<file path="config.mk">
export PLATFORM = sky130hd
export DESIGN_NAME = mem_req_ctrl
export DESIGN_NICKNAME = d
export VERILOG_FILES = /design/src/rtl/mem_req_pkg.sv /design/src/rtl/mem_req_fifo.sv /design/src/rtl/mem_req_ctrl.sv
export SDC_FILE = /design/constraint.sdc
export NUM_CORES = 1
export LEC_CHECK = 0
export ABC_CLOCK_PERIOD_IN_PS = 4700
export BUFFER_PORTS_ARGS = -buffer_cell sky130_fd_sc_hd__buf_2
export CORE_ASPECT_RATIO = 1.75
export CORE_MARGIN = 5
export CORE_UTILIZATION = 60
export DETAILED_ROUTE_END_ITERATION = 10
export GPL_TIMING_DRIVEN = 0
export PLACE_DENSITY = 0.84
export SLEW_MARGIN = 20
export SYNTH_ARGS = -nofsm -noshare
export SYNTH_HDL_FRONTEND = slang
export SYNTH_SLANG_ARGS = --single-unit
</file>
<file path="constraint.sdc">
create_clock -name clk -period 4.7 [get_ports clk]
set_input_delay 0.235 -clock clk [delete_from_list [all_inputs] [get_ports clk]]
set_output_delay 0.235 -clock clk [all_outputs]
set_load 0.02 [all_outputs]
</file>
<file path="src/rtl/mem_req_pkg.sv">
// Shared types and defaults for the memory request controller.
package mem_req_pkg;

  localparam int DEF_AW      = 8;
  localparam int DEF_DW      = 32;
  localparam int DEF_RO_BASE = 128;

  typedef enum logic [1:0] {
    IDLE  = 2'd0,
    ISSUE = 2'd1,
    WAIT  = 2'd2,
    RESP  = 2'd3
  } state_e;

  // Default-width request entry. The controller builds a matching entry type
  // from its own AW/DW and hands it to the FIFO.
  typedef struct packed {
    logic              wr;
    logic [DEF_AW-1:0] addr;
    logic [DEF_DW-1:0] wdata;
  } req_t;

  // True when an address falls in the read-only upper region.
  function automatic logic addr_is_ro(input logic [31:0] addr, input logic [31:0] ro_base);
    return addr >= ro_base;
  endfunction

endpackage

</file>
<file path="src/rtl/mem_req_fifo.sv">
// Show-ahead request FIFO: DEPTH entries of entry_t, full/empty flags,
// synchronous active-high reset flushes the pointers.
module mem_req_fifo
  import mem_req_pkg::*;
#(
  parameter int  DEPTH   = 4,
  parameter type entry_t = req_t
) (
  input  logic   clk,
  input  logic   rst,
  input  logic   push,
  input  entry_t din,
  input  logic   pop,
  output entry_t dout,
  output logic   full,
  output logic   empty
);

  localparam int PW = $clog2(DEPTH);

  entry_t        mem_q [DEPTH];
  logic [PW-1:0] wr_ptr_q, wr_ptr_d;
  logic [PW-1:0] rd_ptr_q, rd_ptr_d;
  logic [PW:0]   count_q, count_d;

  // Pointer and occupancy next-state; DEPTH is a power of two so pointers wrap freely.
  always_comb begin
    wr_ptr_d = wr_ptr_q;
    rd_ptr_d = rd_ptr_q;
    count_d  = count_q;
    if (push) wr_ptr_d = wr_ptr_q + PW'(1);
    if (pop)  rd_ptr_d = rd_ptr_q + PW'(1);
    unique case ({push, pop})
      2'b10:   count_d = count_q + (PW+1)'(1);
      2'b01:   count_d = count_q - (PW+1)'(1);
      default: count_d = count_q;
    endcase
  end

  // Pointer and occupancy registers.
  always_ff @(posedge clk) begin
    if (rst) begin
      wr_ptr_q <= '0;
      rd_ptr_q <= '0;
      count_q  <= '0;
    end else begin
      wr_ptr_q <= wr_ptr_d;
      rd_ptr_q <= rd_ptr_d;
      count_q  <= count_d;
    end
  end

  // Entry storage; contents need no reset because the pointers gate visibility.
  always_ff @(posedge clk) begin
    if (push) mem_q[wr_ptr_q] <= din;
  end

  assign dout  = mem_q[rd_ptr_q];
  assign full  = (count_q == (PW+1)'(DEPTH));
  assign empty = (count_q == '0);

endmodule

</file>
<file path="src/rtl/mem_req_ctrl.sv">
// Request-side controller for the dummy memory: buffers valid/ready requests,
// issues single-cycle exclusive rd/wr strobes, blocks writes to the read-only
// upper region and returns one in-order response per request.
// Optional MEMREQ_STATS_EN adds saturating read/write/reject counters.
module mem_req_ctrl
  import mem_req_pkg::*;
#(
  parameter int AW      = DEF_AW,
  parameter int DW      = DEF_DW,
  parameter int DEPTH   = 4,
  parameter int RO_BASE = DEF_RO_BASE,
  parameter int RD_LAT  = 1
) (
  input  logic          clk,
  input  logic          rst,
  input  logic          req_valid,
  output logic          req_ready,
  input  logic          req_wr,
  input  logic [AW-1:0] req_addr,
  input  logic [DW-1:0] req_wdata,
  output logic          rsp_valid,
  input  logic          rsp_ready,
  output logic [DW-1:0] rsp_rdata,
  output logic          rsp_err,
  output logic          mem_rd_en,
  output logic          mem_wr_en,
  output logic [AW-1:0] mem_addr,
  output logic [DW-1:0] mem_wdata,
  input  logic [DW-1:0] mem_rdata
`ifdef MEMREQ_STATS_EN
  ,
  output logic [15:0]   stat_rd,
  output logic [15:0]   stat_wr,
  output logic [15:0]   stat_err
`endif
);

  localparam int CW = (RD_LAT > 1) ? $clog2(RD_LAT) : 1;

  typedef struct packed {
    logic          wr;
    logic [AW-1:0] addr;
    logic [DW-1:0] wdata;
  } req_loc_t;

  req_loc_t fifo_din, fifo_head;
  logic     fifo_push, fifo_pop, fifo_full, fifo_empty;

  state_e        state_q, state_d;
  logic          ready_en_q, ready_en_d;
  logic          is_rd_q, is_rd_d;
  logic          rej_q, rej_d;
  logic [CW-1:0] cnt_q, cnt_d;
  logic          mem_rd_en_q, mem_rd_en_d;
  logic          mem_wr_en_q, mem_wr_en_d;
  logic [AW-1:0] mem_addr_q, mem_addr_d;
  logic [DW-1:0] mem_wdata_q, mem_wdata_d;
  logic          rsp_valid_q, rsp_valid_d;
  logic [DW-1:0] rsp_rdata_q, rsp_rdata_d;
  logic          rsp_err_q, rsp_err_d;

  // req_ready stays low through reset and rises on the first edge after release.
  assign req_ready = ready_en_q & ~fifo_full;
  assign fifo_push = req_valid & req_ready;
  assign fifo_din  = '{wr: req_wr, addr: req_addr, wdata: req_wdata};

  mem_req_fifo #(
    .DEPTH   (DEPTH),
    .entry_t (req_loc_t)
  ) u_fifo (
    .clk   (clk),
    .rst   (rst),
    .push  (fifo_push),
    .din   (fifo_din),
    .pop   (fifo_pop),
    .dout  (fifo_head),
    .full  (fifo_full),
    .empty (fifo_empty)
  );

  // Next-state and registered-output logic of the issue/response FSM.
  always_comb begin
    state_d     = state_q;
    ready_en_d  = 1'b1;
    is_rd_d     = is_rd_q;
    rej_d       = rej_q;
    cnt_d       = cnt_q;
    mem_rd_en_d = 1'b0;
    mem_wr_en_d = 1'b0;
    mem_addr_d  = mem_addr_q;
    mem_wdata_d = mem_wdata_q;
    rsp_valid_d = rsp_valid_q;
    rsp_rdata_d = rsp_rdata_q;
    rsp_err_d   = rsp_err_q;
    fifo_pop    = 1'b0;

    unique case (state_q)
      IDLE: begin
        if (!fifo_empty) begin
          fifo_pop = 1'b1;
          is_rd_d  = ~fifo_head.wr;
          state_d  = ISSUE;
          if (!fifo_head.wr) begin
            rej_d       = 1'b0;
            mem_rd_en_d = 1'b1;
            mem_addr_d  = fifo_head.addr;
            mem_wdata_d = fifo_head.wdata;
          end else if (!addr_is_ro(32'(fifo_head.addr), 32'(RO_BASE))) begin
            rej_d       = 1'b0;
            mem_wr_en_d = 1'b1;
            mem_addr_d  = fifo_head.addr;
            mem_wdata_d = fifo_head.wdata;
          end else begin
            // Rejected write: bus stays untouched so the memory sees nothing.
            rej_d = 1'b1;
          end
        end
      end
      ISSUE: begin
        if (is_rd_q) begin
          cnt_d   = '0;
          state_d = WAIT;
        end else begin
          rsp_valid_d = 1'b1;
          rsp_err_d   = rej_q;
          rsp_rdata_d = '0;
          state_d     = RESP;
        end
      end
      WAIT: begin
        if (cnt_q == CW'(RD_LAT - 1)) begin
          rsp_valid_d = 1'b1;
          rsp_err_d   = 1'b0;
          rsp_rdata_d = mem_rdata;
          state_d     = RESP;
        end else begin
          cnt_d = cnt_q + CW'(1);
        end
      end
      RESP: begin
        if (rsp_ready) begin
          rsp_valid_d = 1'b0;
          state_d     = IDLE;
        end
      end
      default: state_d = IDLE;
    endcase
  end

  // FSM and output registers; reset discards any in-flight request.
  always_ff @(posedge clk) begin
    if (rst) begin
      state_q     <= IDLE;
      ready_en_q  <= 1'b0;
      is_rd_q     <= 1'b0;
      rej_q       <= 1'b0;
      cnt_q       <= '0;
      mem_rd_en_q <= 1'b0;
      mem_wr_en_q <= 1'b0;
      mem_addr_q  <= '0;
      mem_wdata_q <= '0;
      rsp_valid_q <= 1'b0;
      rsp_rdata_q <= '0;
      rsp_err_q   <= 1'b0;
    end else begin
      state_q     <= state_d;
      ready_en_q  <= ready_en_d;
      is_rd_q     <= is_rd_d;
      rej_q       <= rej_d;
      cnt_q       <= cnt_d;
      mem_rd_en_q <= mem_rd_en_d;
      mem_wr_en_q <= mem_wr_en_d;
      mem_addr_q  <= mem_addr_d;
      mem_wdata_q <= mem_wdata_d;
      rsp_valid_q <= rsp_valid_d;
      rsp_rdata_q <= rsp_rdata_d;
      rsp_err_q   <= rsp_err_d;
    end
  end

  assign mem_rd_en = mem_rd_en_q;
  assign mem_wr_en = mem_wr_en_q;
  assign mem_addr  = mem_addr_q;
  assign mem_wdata = mem_wdata_q;
  assign rsp_valid = rsp_valid_q;
  assign rsp_rdata = rsp_rdata_q;
  assign rsp_err   = rsp_err_q;

`ifdef MEMREQ_STATS_EN
  logic        rsp_fire;
  logic [15:0] stat_rd_q, stat_rd_d;
  logic [15:0] stat_wr_q, stat_wr_d;
  logic [15:0] stat_err_q, stat_err_d;

  assign rsp_fire = rsp_valid_q & rsp_ready;

  // Classify each completed response and bump the matching saturating counter.
  always_comb begin
    stat_rd_d  = stat_rd_q;
    stat_wr_d  = stat_wr_q;
    stat_err_d = stat_err_q;
    if (rsp_fire) begin
      if (is_rd_q) begin
        if (stat_rd_q != 16'hFFFF) stat_rd_d = stat_rd_q + 16'd1;
      end else if (rej_q) begin
        if (stat_err_q != 16'hFFFF) stat_err_d = stat_err_q + 16'd1;
      end else begin
        if (stat_wr_q != 16'hFFFF) stat_wr_d = stat_wr_q + 16'd1;
      end
    end
  end

  // Counter registers.
  always_ff @(posedge clk) begin
    if (rst) begin
      stat_rd_q  <= '0;
      stat_wr_q  <= '0;
      stat_err_q <= '0;
    end else begin
      stat_rd_q  <= stat_rd_d;
      stat_wr_q  <= stat_wr_d;
      stat_err_q <= stat_err_d;
    end
  end

  assign stat_rd  = stat_rd_q;
  assign stat_wr  = stat_wr_q;
  assign stat_err = stat_err_q;
`endif

endmodule

</file>
==> impl_metrics.toml <==
[synth]
synthTopCellsByCount = "edfxtp_1, dfxtp_1, nand2_1"
synthTopCellsByArea = "edfxtp_1, dfxtp_1, mux4_2"
synthXorXnorAreaFrac_pct = 0.370
synthAdderAreaFrac_pct = 1.53
ys_seq_elements = 254
ys.flop_type = "edfxtp_1"
synth_mux_area_share_pct = 14.0
ys_warn_count = 0
synth_compound_area_share_pct = 4.55
synth_cells = 591
yosysMostFrequentCell = "edfxtp_1"
yosysTopAreaCell = "edfxtp_1"
synth-simple-area-share_pct = 6.24
synth.cell_area_um2 = 9460
synth_top_family_by_area = "multiplexers"
synth_edf_count = 164
synth_fp_nets = 679
seq_area_frac_synth_pct = 71.1
synthDistinctLibCells = 42
yosys.area.top_type_share_pct = 52.1
async_flop_share_pct = 0
synth_area_per_cell_um2 = 16.0

[setup_path]
endpoint = "u_fifo.count_q[2]$_SDFFE_PP0P_"
crit_family = "compound AO/OA/AOI/OAI gates"
r2r_end = "u_fifo.count_q[2]$_SDFFE_PP0P_"
crit_slowest_cell = "o31ai_1"
arrival_ns = 3.07
worst-setup-path-type = "flip-flop to flip-flop"
cp.required_ns = 5.11
worstReg2RegStart = "u_fifo.count_q[0]$_SDFFE_PP0P_"
critPathCaptureType = "flip-flop"
critPathLaunchType = "flip-flop"
crit_cells = 7
crit_fanout = 7
r2r_slack_ns = 2.04
ff2ff_path_depth = 7
cp-startpoint = "u_fifo.count_q[0]$_SDFFE_PP0P_"
crit_buf_inv = 1
cp_slowest_stage_delay_ns = 0.64
crit_chain = "o31ai_1 -> inv_1 -> ha_1 -> fa_1 -> xnor2_1 -> or3_1 -> a21oi_1"

[detailed_routing]
ant_nets = 0
vias = 5907
drtIter0Drc = 354
wl_per_cell_um = 19.5
viasPerCell = 5.65
drt_wl_total_mm = 20.4
drc_errors = 0
firstDrtPassIters = 5

[cells_and_area]
layout-drive-gt1-share_pct = 29.3
nets = 934
fillers = 841
final_area_um2 = 12100
antenna-diode-count = 0
syn_to_final_growth_pct = 27.9

[sta]
period_needed_ns = 2.66
fin_setup_tns_ns = 0
finalCritPeriodShare_pct = 56.6
maxSlewViolCount = 0
skew_ns = 0.0140
hold_viol_final = 0
setup_violations = 0
rsz0062_at_grt = "no"
tightest_slew_ns = 0.698
fmax_mhz = 376
relSlewSlack_pct = 53.0

[global_routing]
track_usage_pct = 22.2
grt_start_max_net_pins = 28
grt_pass1_vias = 6302
antenna_found_initial = 0
grt_pass1_wl_mm = 32.8
overflow = 0

[clock_tree]
postCtsSetupBuffers = 0
cts.sinks = 254
cts-resized-gates = 0
clk_pin_slew_ns = 0.07
root_buffer = "clkbuf_16"
max-clock-path-buffers = 3
cts_tree = "done"
cts-htree-levels = 1
cts_buffers = 21
insertion_delay_ns = 0.49

[placed_design]
place_congestion = 0.783
place_hpwl_mm = 13.6
port_buffers = 153
dpl_cell_area_um2 = 10600

[die]
num_io_pins = 154
core-area_um2 = 15500
num_rows = 60
fp.dieW_um = 105
fp.dieH_um = 176
start_util_pct = 61.2
dieArea_um2 = 18500

[run_status]
status = "finished, final reports clean"

[hold_path]
min_path_type = "input port to flip-flop"

[job]
max-cap-violations = 0

[power]
irDropWorstVdd_mv = 0.410
p_leak_uw = 0.00477
power_density_nw_per_um2 = 514
-- repair_timing --
item	CTS	global route
endpoints found under the setup margin	0	0
hold buffers	72	0
endpoints found under the hold margin	195	0
-- kinds of logic (layout without fill, tap and decap cells) --
family,after synthesis,after routing
DFF,254,254
and+or+nand+nor,140,140
muxes,81,81
AOI/OAI and AO/OA,55,55
buffers and inverters,46,315
adders and majority gates,11,11
xor gates and xnor gates,4,4
-- registers in the layout, indices dropped and copies added, names as in the netlist, named ones only --
name / cells
u_fifo.mem_q: 164
mem_wdata: 32
rsp_rdata: 32
mem_addr: 8
u_fifo.count_q: 3
state_q: 2
u_fifo.rd_ptr_q: 2
u_fifo.wr_ptr_q: 2
is_rd_q: 1
mem_rd_en: 1
mem_wr_en: 1
ready_en_q: 1
rej_q: 1
rsp_err: 1
rsp_valid: 1
-- cell usage in the layout, fill, tap and decap left out, drive strengths merged, types with 2 or more instances in the layout --
| cell type | netlist | routed |
|---|---|---|
| a21oi | 9 | 9 |
| a31o | 2 | 2 |
| o21a | 2 | 2 |
| nor2 | 38 | 38 |
| dlygate4sd3 | 0 | 72 |
| nand4 | 2 | 2 |
| mux2i | 40 | 40 |
| clkbuf | 25 | 54 |
| mux4 | 41 | 41 |
| nand2 | 80 | 80 |
| ha | 10 | 10 |
| clkinv | 0 | 3 |
| a32oi | 32 | 32 |
| xor2 | 2 | 2 |
| bufinv | 0 | 2 |
| a21boi | 2 | 2 |
| edfxtp | 164 | 164 |
| nor2b | 2 | 2 |
| and2 | 5 | 5 |
| nand2b | 4 | 4 |
| inv | 8 | 11 |
| and3 | 2 | 2 |
| buf | 13 | 173 |
| xnor2 | 2 | 2 |
| dfxtp | 90 | 90 |
| o21ai | 2 | 2 |
-- worst reg2reg max path: cells and delay by family, from the launching register on --
kind	cells	cell delay (ns)
compound gates	2	0.80
fa+ha+maj	2	0.74
flops	1	0.37
simple gates	1	0.31
buf+inv	1	0.22
xor+xnor	1	0.14
-- through the flow --
| stage | util, % | instances | total power (uW) | setup slack [ns] | hold WS [ns] |
|---|---|---|---|---|---|
| final | 78.2 | 1046 | 6220 | 2.04 | 0.00650 |
| after CTS | 78.2 | 1046 | 6240 | 2.09 | 0.000453 |
| after global placement | 67.6 | 930 | 4320 | 1.73 | 0.445 |
| after global routing | 78.2 | 1046 | 6510 | 1.82 | 0.0221 |
| after detailed placement | 68.8 | 937 | 4410 | 2.11 | 0.449 |
| after floorplan | - | 591 | 3920 | 2.32 | 0.334 |
-- how the worst min path moves through the flow --
stage,start,to,cells past startpoint
after floorplan,req_wdata[0],u_fifo.mem_q[0][0]$_DFFE_PP_,0
after global placement,rej_q$_SDFFE_PP0P_,rej_q$_SDFFE_PP0P_,2
after detailed placement,mem_addr[7]$_SDFFE_PP0P_,mem_addr[7]$_SDFFE_PP0P_,2
after CTS,mem_rdata[17],rsp_rdata[17]$_SDFFE_PP0P_,3
after global routing,mem_rdata[17],rsp_rdata[17]$_SDFFE_PP0P_,3
final,mem_rdata[17],rsp_rdata[17]$_SDFFE_PP0P_,3
-- area by class of cell --
cell class,instances,area [um2],share of cell area (%)
multi-input combinational,291,2530,20.9
buffer,38,176,1.46
clock buffer,29,637,5.27
timing repair buffer,232,1670,13.8
inverter,8,30.0,0.248
sequential,254,6730,55.6
tap,186,233,1.92
clock inverter,8,90.1,0.745
-- layer usage --
metal / wire, um / GRT usage, % / share of wire (%) / up-vias
met4: 563 / 6.67 / 2.8 / 0
met3: 1230 / 4.13 / 6.0 / 47
met2: 11400 / 42.6 / 56 / 220
li1: - / - / - / 2756
met1: 7210 / 24.4 / 35 / 2884
met5: 0 / 0 / 0 / -
-- report_power, final --
| group | switching [uW] | leakage (uW) | internal (uW) | total, uW |
|---|---|---|---|---|
| Combinational | 935 | 0.00218 | 689 | 1620 |
| Clock | 746 | 0.000367 | 1060 | 1800 |
| Sequential | 151 | 0.00222 | 2640 | 2790 |
Power figures use the tool's default switching activity.
